===== config.mk =====
export PLATFORM = sky130hd
export DESIGN_NAME = instr_encoder_flat
export DESIGN_NICKNAME = d
export VERILOG_FILES = /design/src/rtl/instr_encoder_if.sv /design/src/rtl/instr_encoder.sv /design/src/flat_wrapper.sv
export SDC_FILE = /design/constraint.sdc
export NUM_CORES = 1
export LEC_CHECK = 0
export BUFFER_PORTS_ARGS = -buffer_cell sky130_fd_sc_hd__buf_2
export CAP_MARGIN = 20
export CORE_MARGIN = 2
export CORE_UTILIZATION = 25
export DETAILED_ROUTE_END_ITERATION = 16
export SLEW_MARGIN = 10
export SYNTH_ARGS = -nofsm -noshare
export SYNTH_HDL_FRONTEND = slang
export SYNTH_SLANG_ARGS = --single-unit

===== constraint.sdc =====
create_clock -name clk -period 2 [get_ports clk]
set_input_delay 0.3 -clock clk [delete_from_list [all_inputs] [get_ports clk]]
set_output_delay 0.3 -clock clk [all_outputs]
set_load 0.05 [all_outputs]

===== src/rtl/instr_encoder_if.sv =====
// Command and instruction-stream handshake bundle for instr_encoder.
// slave  : the encoder side (consumes commands, produces words).
// master : the harness/controller side.
interface instr_encoder_if;
  logic       cmd_valid;
  logic       cmd_ready;
  logic [2:0] cmd_op;
  logic [2:0] cmd_funct;
  logic [1:0] cmd_rd;
  logic [1:0] cmd_rs;
  logic [6:0] cmd_imm;
  logic       instr_valid;
  logic       instr_ready;
  logic [8:0] instr_data;
  logic       instr_parity;

  modport slave (
    input  cmd_valid, cmd_op, cmd_funct, cmd_rd, cmd_rs, cmd_imm, instr_ready,
    output cmd_ready, instr_valid, instr_data, instr_parity
  );

  modport master (
    output cmd_valid, cmd_op, cmd_funct, cmd_rd, cmd_rs, cmd_imm, instr_ready,
    input  cmd_ready, instr_valid, instr_data, instr_parity
  );
endinterface


===== src/rtl/instr_encoder.sv =====
// instr_encoder: packs high-level commands into 9-bit instruction words,
// expands MOVE pseudo-ops, rejects illegal commands and streams words out
// through a small show-ahead FIFO. A DONE command drains the FIFO and halts.
// Optional macro INSTR_ENC_PARITY_EN: store/present even parity per word.
module instr_encoder #(
  parameter int DEPTH = 4,
  parameter int ERR_W = 8
) (
  input  logic             clk,
  input  logic             reset,
  instr_encoder_if.slave   bus,
  output logic             err_pulse,
  output logic [ERR_W-1:0] err_count,
  output logic             halted
);
  localparam int          AW        = $clog2(DEPTH);
  localparam logic [AW:0] FULL_CNT  = (AW+1)'(DEPTH);
  localparam logic [8:0]  DONE_WORD = 9'b010000000;

  localparam logic [2:0] OP_RTYPE  = 3'd0;
  localparam logic [2:0] OP_BRANCH = 3'd1;
  localparam logic [2:0] OP_ITYPE  = 3'd2;
  localparam logic [2:0] OP_LOAD   = 3'd3;
  localparam logic [2:0] OP_STORE  = 3'd4;
  localparam logic [2:0] OP_MOVE   = 3'd5;
  localparam logic [2:0] OP_DONE   = 3'd6;

  typedef enum logic [1:0] {RUN, DRAIN, HALTED} state_t;

  typedef struct packed {
    logic [2:0] op;
    logic [2:0] funct;
    logic [1:0] rd;
    logic [1:0] rs;
    logic [6:0] imm;
  } cmd_t;

  cmd_t        cmd;
  state_t      state, state_nxt;
  logic        run_en;
  logic [8:0]  enc;
  logic        illegal, is_done;
  logic        full, cmd_fire, push, pop;
  logic [8:0]  mem [DEPTH];
  logic [AW-1:0] wr_ptr, rd_ptr;
  logic [AW:0] count;
  logic [8:0]  head;

  assign cmd = {bus.cmd_op, bus.cmd_funct, bus.cmd_rd, bus.cmd_rs, bus.cmd_imm};

  // Field packing, MOVE expansion and illegal-command detection.
  always_comb begin
    enc     = '0;
    illegal = 1'b0;
    is_done = 1'b0;
    case (cmd.op)
      OP_RTYPE:  enc = {2'b00, cmd.funct, cmd.rd, cmd.rs};
      OP_BRANCH: begin
        enc     = {2'b01, cmd.imm};
        illegal = (cmd.imm == 7'd0);  // would alias the DONE word
      end
      OP_ITYPE:  enc = {2'b10, cmd.imm};
      OP_LOAD:   enc = {2'b11, 1'b0, cmd.imm[5:0]};
      OP_STORE:  enc = {2'b11, 1'b1, cmd.imm[5:0]};
      OP_MOVE: begin
        case ({cmd.rs, cmd.rd})
          4'b00_01: enc = 9'b000000100;
          4'b00_10: enc = 9'b000001000;
          4'b00_11: enc = 9'b000001100;
          4'b01_00: enc = 9'b000001001;
          4'b01_10: enc = 9'b000001101;
          4'b01_11: enc = 9'b000001110;
          4'b10_00: enc = 9'b000010100;
          4'b10_01: enc = 9'b000011000;
          4'b10_11: enc = 9'b000011100;
          4'b11_00: enc = 9'b000011001;
          4'b11_01: enc = 9'b000011101;
          4'b11_10: enc = 9'b000011110;
          default:  illegal = 1'b1;     // rd == rs
        endcase
      end
      OP_DONE: begin
        enc     = DONE_WORD;
        is_done = 1'b1;
      end
      default: illegal = 1'b1;
    endcase
  end

  // cmd_ready is held low for the reset cycle(s) and comes up one cycle later.
  always_ff @(posedge clk or posedge reset)
    if (reset) run_en <= 1'b0;
    else       run_en <= 1'b1;

  assign full            = (count == FULL_CNT);
  assign bus.cmd_ready   = run_en && (state == RUN) && !full;
  assign cmd_fire        = bus.cmd_valid && bus.cmd_ready;
  assign push            = cmd_fire && !illegal;
  assign head            = mem[rd_ptr];
  assign bus.instr_valid = (count != '0) && (state != HALTED);
  assign bus.instr_data  = bus.instr_valid ? head : '0;
  assign pop             = bus.instr_valid && bus.instr_ready;
  assign halted          = (state == HALTED);

  // FIFO storage; contents need no reset because the count gates visibility.
  always_ff @(posedge clk)
    if (push) mem[wr_ptr] <= enc;

  // FIFO pointers and occupancy.
  always_ff @(posedge clk or posedge reset) begin
    if (reset) begin
      wr_ptr <= '0;
      rd_ptr <= '0;
      count  <= '0;
    end else begin
      if (push) wr_ptr <= wr_ptr + AW'(1);
      if (pop)  rd_ptr <= rd_ptr + AW'(1);
      case ({push, pop})
        2'b10:   count <= count + (AW+1)'(1);
        2'b01:   count <= count - (AW+1)'(1);
        default: count <= count;
      endcase
    end
  end

`ifdef INSTR_ENC_PARITY_EN
  logic par_mem [DEPTH];

  // Parity travels with its word through the FIFO.
  always_ff @(posedge clk)
    if (push) par_mem[wr_ptr] <= ^enc;

  assign bus.instr_parity = bus.instr_valid ? par_mem[rd_ptr] : 1'b0;
`else
  assign bus.instr_parity = 1'b0;
`endif

  // Error pulse and saturating error counter.
  always_ff @(posedge clk or posedge reset) begin
    if (reset) begin
      err_pulse <= 1'b0;
      err_count <= '0;
    end else begin
      err_pulse <= cmd_fire && illegal;
      if (cmd_fire && illegal && (err_count != '1))
        err_count <= err_count + ERR_W'(1);
    end
  end

  // State register.
  always_ff @(posedge clk or posedge reset)
    if (reset) state <= RUN;
    else       state <= state_nxt;

  // Next state: DONE word is always the last entry, so its departure ends DRAIN.
  always_comb begin
    state_nxt = state;
    case (state)
      RUN:     if (cmd_fire && is_done) state_nxt = DRAIN;
      DRAIN:   if (pop && (head == DONE_WORD)) state_nxt = HALTED;
      HALTED:  state_nxt = HALTED;
      default: state_nxt = RUN;
    endcase
  end
endmodule


===== src/flat_wrapper.sv =====
// flat-port wrapper written by rule: the top's interface ports become plain ports
module instr_encoder_flat 
#(
  parameter int DEPTH = 4,
  parameter int ERR_W = 8
)
  (clk, reset, err_pulse, err_count, halted, bus_cmd_valid, bus_cmd_op, bus_cmd_funct, bus_cmd_rd, bus_cmd_rs, bus_cmd_imm, bus_instr_ready, bus_cmd_ready, bus_instr_valid, bus_instr_data, bus_instr_parity);
  instr_encoder_if bus_i ();
  input  logic clk;
  input  logic reset;
  output logic err_pulse;
  output logic [ERR_W-1:0] err_count;
  output logic halted;
  input wire logic [$bits(bus_i.cmd_valid)-1:0] bus_cmd_valid;
  input wire logic [$bits(bus_i.cmd_op)-1:0] bus_cmd_op;
  input wire logic [$bits(bus_i.cmd_funct)-1:0] bus_cmd_funct;
  input wire logic [$bits(bus_i.cmd_rd)-1:0] bus_cmd_rd;
  input wire logic [$bits(bus_i.cmd_rs)-1:0] bus_cmd_rs;
  input wire logic [$bits(bus_i.cmd_imm)-1:0] bus_cmd_imm;
  input wire logic [$bits(bus_i.instr_ready)-1:0] bus_instr_ready;
  output wire logic [$bits(bus_i.cmd_ready)-1:0] bus_cmd_ready;
  output wire logic [$bits(bus_i.instr_valid)-1:0] bus_instr_valid;
  output wire logic [$bits(bus_i.instr_data)-1:0] bus_instr_data;
  output wire logic [$bits(bus_i.instr_parity)-1:0] bus_instr_parity;
  assign bus_i.cmd_valid = bus_cmd_valid;
  assign bus_i.cmd_op = bus_cmd_op;
  assign bus_i.cmd_funct = bus_cmd_funct;
  assign bus_i.cmd_rd = bus_cmd_rd;
  assign bus_i.cmd_rs = bus_cmd_rs;
  assign bus_i.cmd_imm = bus_cmd_imm;
  assign bus_i.instr_ready = bus_instr_ready;
  assign bus_cmd_ready = bus_i.cmd_ready;
  assign bus_instr_valid = bus_i.instr_valid;
  assign bus_instr_data = bus_i.instr_data;
  assign bus_instr_parity = bus_i.instr_parity;
  instr_encoder #(.DEPTH(DEPTH), .ERR_W(ERR_W)) u_core (.clk(clk), .reset(reset), .bus(bus_i), .err_pulse(err_pulse), .err_count(err_count), .halted(halted));
endmodule

==> metrics.csv <==
stage,metric,value,unit
floorplanning,Chip Height,110,um
global_route,first-pass GRT wire length,9870,um
timing,Final min period,2.18,ns
pwr,Cell Pwr Density,1340,mW/mm2
worst_setup_path,critical path depth in cells,6,
timing,Final Cycle Share,1.09,
timing,Final setup viols,9,
floorplanning,Die W,110,um
logic_synthesis,syn nets,250,
logic_synthesis,"EDFF count, synth",36,
timing,Final Slew Violations,0,
final_layout,share of post-route cells with drive strength above 1,0.477,
logic_synthesis,average size of a mapped cell,13.0,um2
drt,1st-iter DRT viols,94,
pwr,Peak VDD IR,1100,uV
logic_synthesis,"top cells by area, synth","edfxtp_1 38%, dfrtp_1 17%, mux4_2 7.2%",
timing,RSZ-0062 raised after global routing,true,
worst_setup_path,CP Max Fanout,6,
timing,Fin. Hold Viols,0,
final_layout,"Design Area, Final",0.00400,mm2
logic_synthesis,post-synthesis mux area share,0.109,
drt,wire length per cell,13.6,um
global_route,pin count of the biggest net entering global routing,21,
logic_synthesis,Compound-Gate Fraction of Synth Area,0.0605,
run,max_cap viols,0,
drt,DRC,0,
placed_design,"Cell Area, Placed",0.00360,mm2
global_route,total global routing overflow,0,
drt,"antenna viol nets, final",0,
floorplanning,Ports,43,
logic_synthesis,Netlist cell types,48,
run_status,status,finished with violations,
worst_setup_path,Buf/Inv on CP,1,
final_layout,most frequent cells in the layout,"48 x buf_4, 36 x edfxtp_1, 32 x buf_2",
final_layout,Area Overhead vs Synth,41.2,%
cts,Longest Clk Path Bufs,2,
cts,clock sinks,55,
placed_design,RePlAce Congestion,0.794,
final_layout,Layout Utilization,0.366,
floorplanning,core area,0.0109,mm2
drt,WL final,6150,um
pwr,leakage,1.65,nW
global_route,initial antenna violation count,1,
logic_synthesis,Post-Synth Simple-Gate Area,0.144,
timing,Max Freq,0.459,GHz
logic_synthesis,largest family of logic cells by synthesized area,simple AND/OR/NAND/NOR gates,
final_layout,"most common cell after layout, fill and taps aside",buf_4,
worst_setup_path,kind of critical path,reg2reg,
worst_setup_path,Critical Path RT,2.17,ns
floorplanning,Die Area,0.0122,mm2
cts,CTS tree,yes,
cts,CTS HTree Levels,2,
worst_setup_path,worst stage delay on the critical path,0.53,ns
run_status,failing checks,setup timing,
drt,routed vias/inst,4.44,
placed_design,port bufs,41,
timing,Worst slew margin,0.475,
logic_synthesis,register area share after synthesis,0.549,
logic_synthesis,Yosys reg bits,55,
placed_design,Final HPWL DP,4640,um
logic_synthesis,top cell type by total area after synthesis,edfxtp_1,
timing,worst slew pin tran,0.786,ns
timing,skew final,0.00863,ns
logic_synthesis,synth warn,0,
floorplanning,Rows,38,
cts,"Hold-fix buffers, CTS",0,
cts,clock transition at the registers of the reported paths,0.07,ns
cts,root buffer cell,clkbuf_16,
timing,Final WS setup,-0.177,ns
logic_synthesis,share of the synthesized area in the top cell type,0.382,
worst_setup_path,R2R cell count,6,
logic_synthesis,Post-synth ARST share,0.345,
logic_synthesis,adder-cell share of the synthesized area,0.0512,
logic_synthesis,Mapped Cells,218,
floorplanning,Initial Util,0.259,
logic_synthesis,prevailing post-synth register cell,edfxtp_1,
global_route,vias in the first global route,1960,
global_route,GRT Util Overall,0.100,
final_layout,Nets,341,
worst_setup_path,CP endpoint kind,flip-flop,
worst_setup_path,Worst path slowest cell,mux4_2,
worst_setup_path,CP arrival,2.35,ns
drt,drt first pass iters,5,
logic_synthesis,Synth Area in XOR/XNOR,0.0495,
worst_setup_path,dominant delay contributor by cell family on the critical path,multiplexers,
cts,Num CTS Buffers,5,
cts,Clock Latency Late Sink,0.29,ns
logic_synthesis,synthesized area,0.00283,mm2
worst_hold_path,Hold Path Class,in2async,
drt,total vias in the final route,2001,
worst_setup_path,worst path cell trace,buf_12 -> mux4_2 -> nor4b_4 -> nand4_1 -> a22o_1 -> mux2_4,
worst_setup_path,startpoint types,flip-flop,
## metal layers
layer	routed length, um	track usage
met3	119	0.0154
met4	140	0.0400
met2	2990	0.162
met5	0	0
met1	2900	0.135
## stage by stage
step           setup TNS [ns]  setup slack (ns)  hold slack (ns)  total power [mW]  instances
6_report               -0.809            -0.177            0.141              5.37        451
5_1_grt                 -1.85            -0.287            0.214              5.69        451
4_1_cts                 -1.16            -0.224            0.181              5.18        444
3_5_place_dp            -2.41            -0.387            0.500              3.96        433
3_3_place_gp            -1.47            -0.296            0.485              3.91        433
2_1_floorplan          -0.193           -0.0888            0.251              3.19        218
## power breakdown
group,internal (mW),total [mW],switching (mW)
logic,1.42,2.97,1.55
registers,1.39,1.51,0.121
clock network,0.482,0.896,0.414
## timing repair
action                                 4_1_cts  5_1_grt
gates cloned                                 0        0
buffers inserted                             3        6
gates resized for setup                     27       21
setup endpoints to repair                   13       20
pin swaps                                    6       12
endpoints found under the hold margin        0        0
## cells in the mapped netlist (all sizes together), types with 7 or more instances
master	instances
edfxtp	36
dfrtp	19
and2	15
nor2	12
inv	11
clkbuf	10
ha	10
xnor2	10
mux4	9
o21ai	8
nand2	7
nand3	7
## layout make-up
class | count | area [um2]
well taps | 140 | 175
multi-input cells | 140 | 1320
clock inverters | 3 | 33.8
clock buffers | 5 | 125
flip-flops and latches | 55 | 1560
repair buffers | 96 | 742
fillers | 1057 | 6940
inverters | 11 | 41.3
diodes | 1 | 2.50
## cells by family (layout without fill, tap and decap cells)
family / count (synthesis) / after routing
fa+ha+maj: 11 / 11
mux: 18 / 18
xor+xnor: 16 / 16
compound gates: 25 / 25
buf+inv: 23 / 115
other cells: 2 / 3
simple gates: 68 / 68
flops: 55 / 55
## sequential cells by signal, indices dropped and copies added (netlist names)
register / cells
u_core.count: 3
u_core.state: 2
u_core.run_en: 1
u_core.rd_ptr: 2
u_core.mem: 36
u_core.err_pulse: 1
u_core.wr_ptr: 2
u_core.err_count: 8
## path summary, 6_finish.rpt
check	to	from	slack, ns
worst max-delay path	u_core.state[0]$_DFFE_PP0P_	u_core.rd_ptr[0]$_DFFE_PP0P_	-0.18
worst min-delay path	u_core.err_count[5]$_DFFE_PP0P_	reset	0.14
worst max register to register	u_core.state[0]$_DFFE_PP0P_	u_core.rd_ptr[0]$_DFFE_PP0P_	-0.18
worst min register to register	u_core.err_count[5]$_DFFE_PP0P_	u_core.err_count[5]$_DFFE_PP0P_	0.51
max in group asynchronous	u_core.rd_ptr[1]$_DFFE_PP0P_	reset	1.36
min in group clk	u_core.rd_ptr[0]$_DFFE_PP0P_	bus_instr_ready	0.39
(Power assumes the default switching activity.)
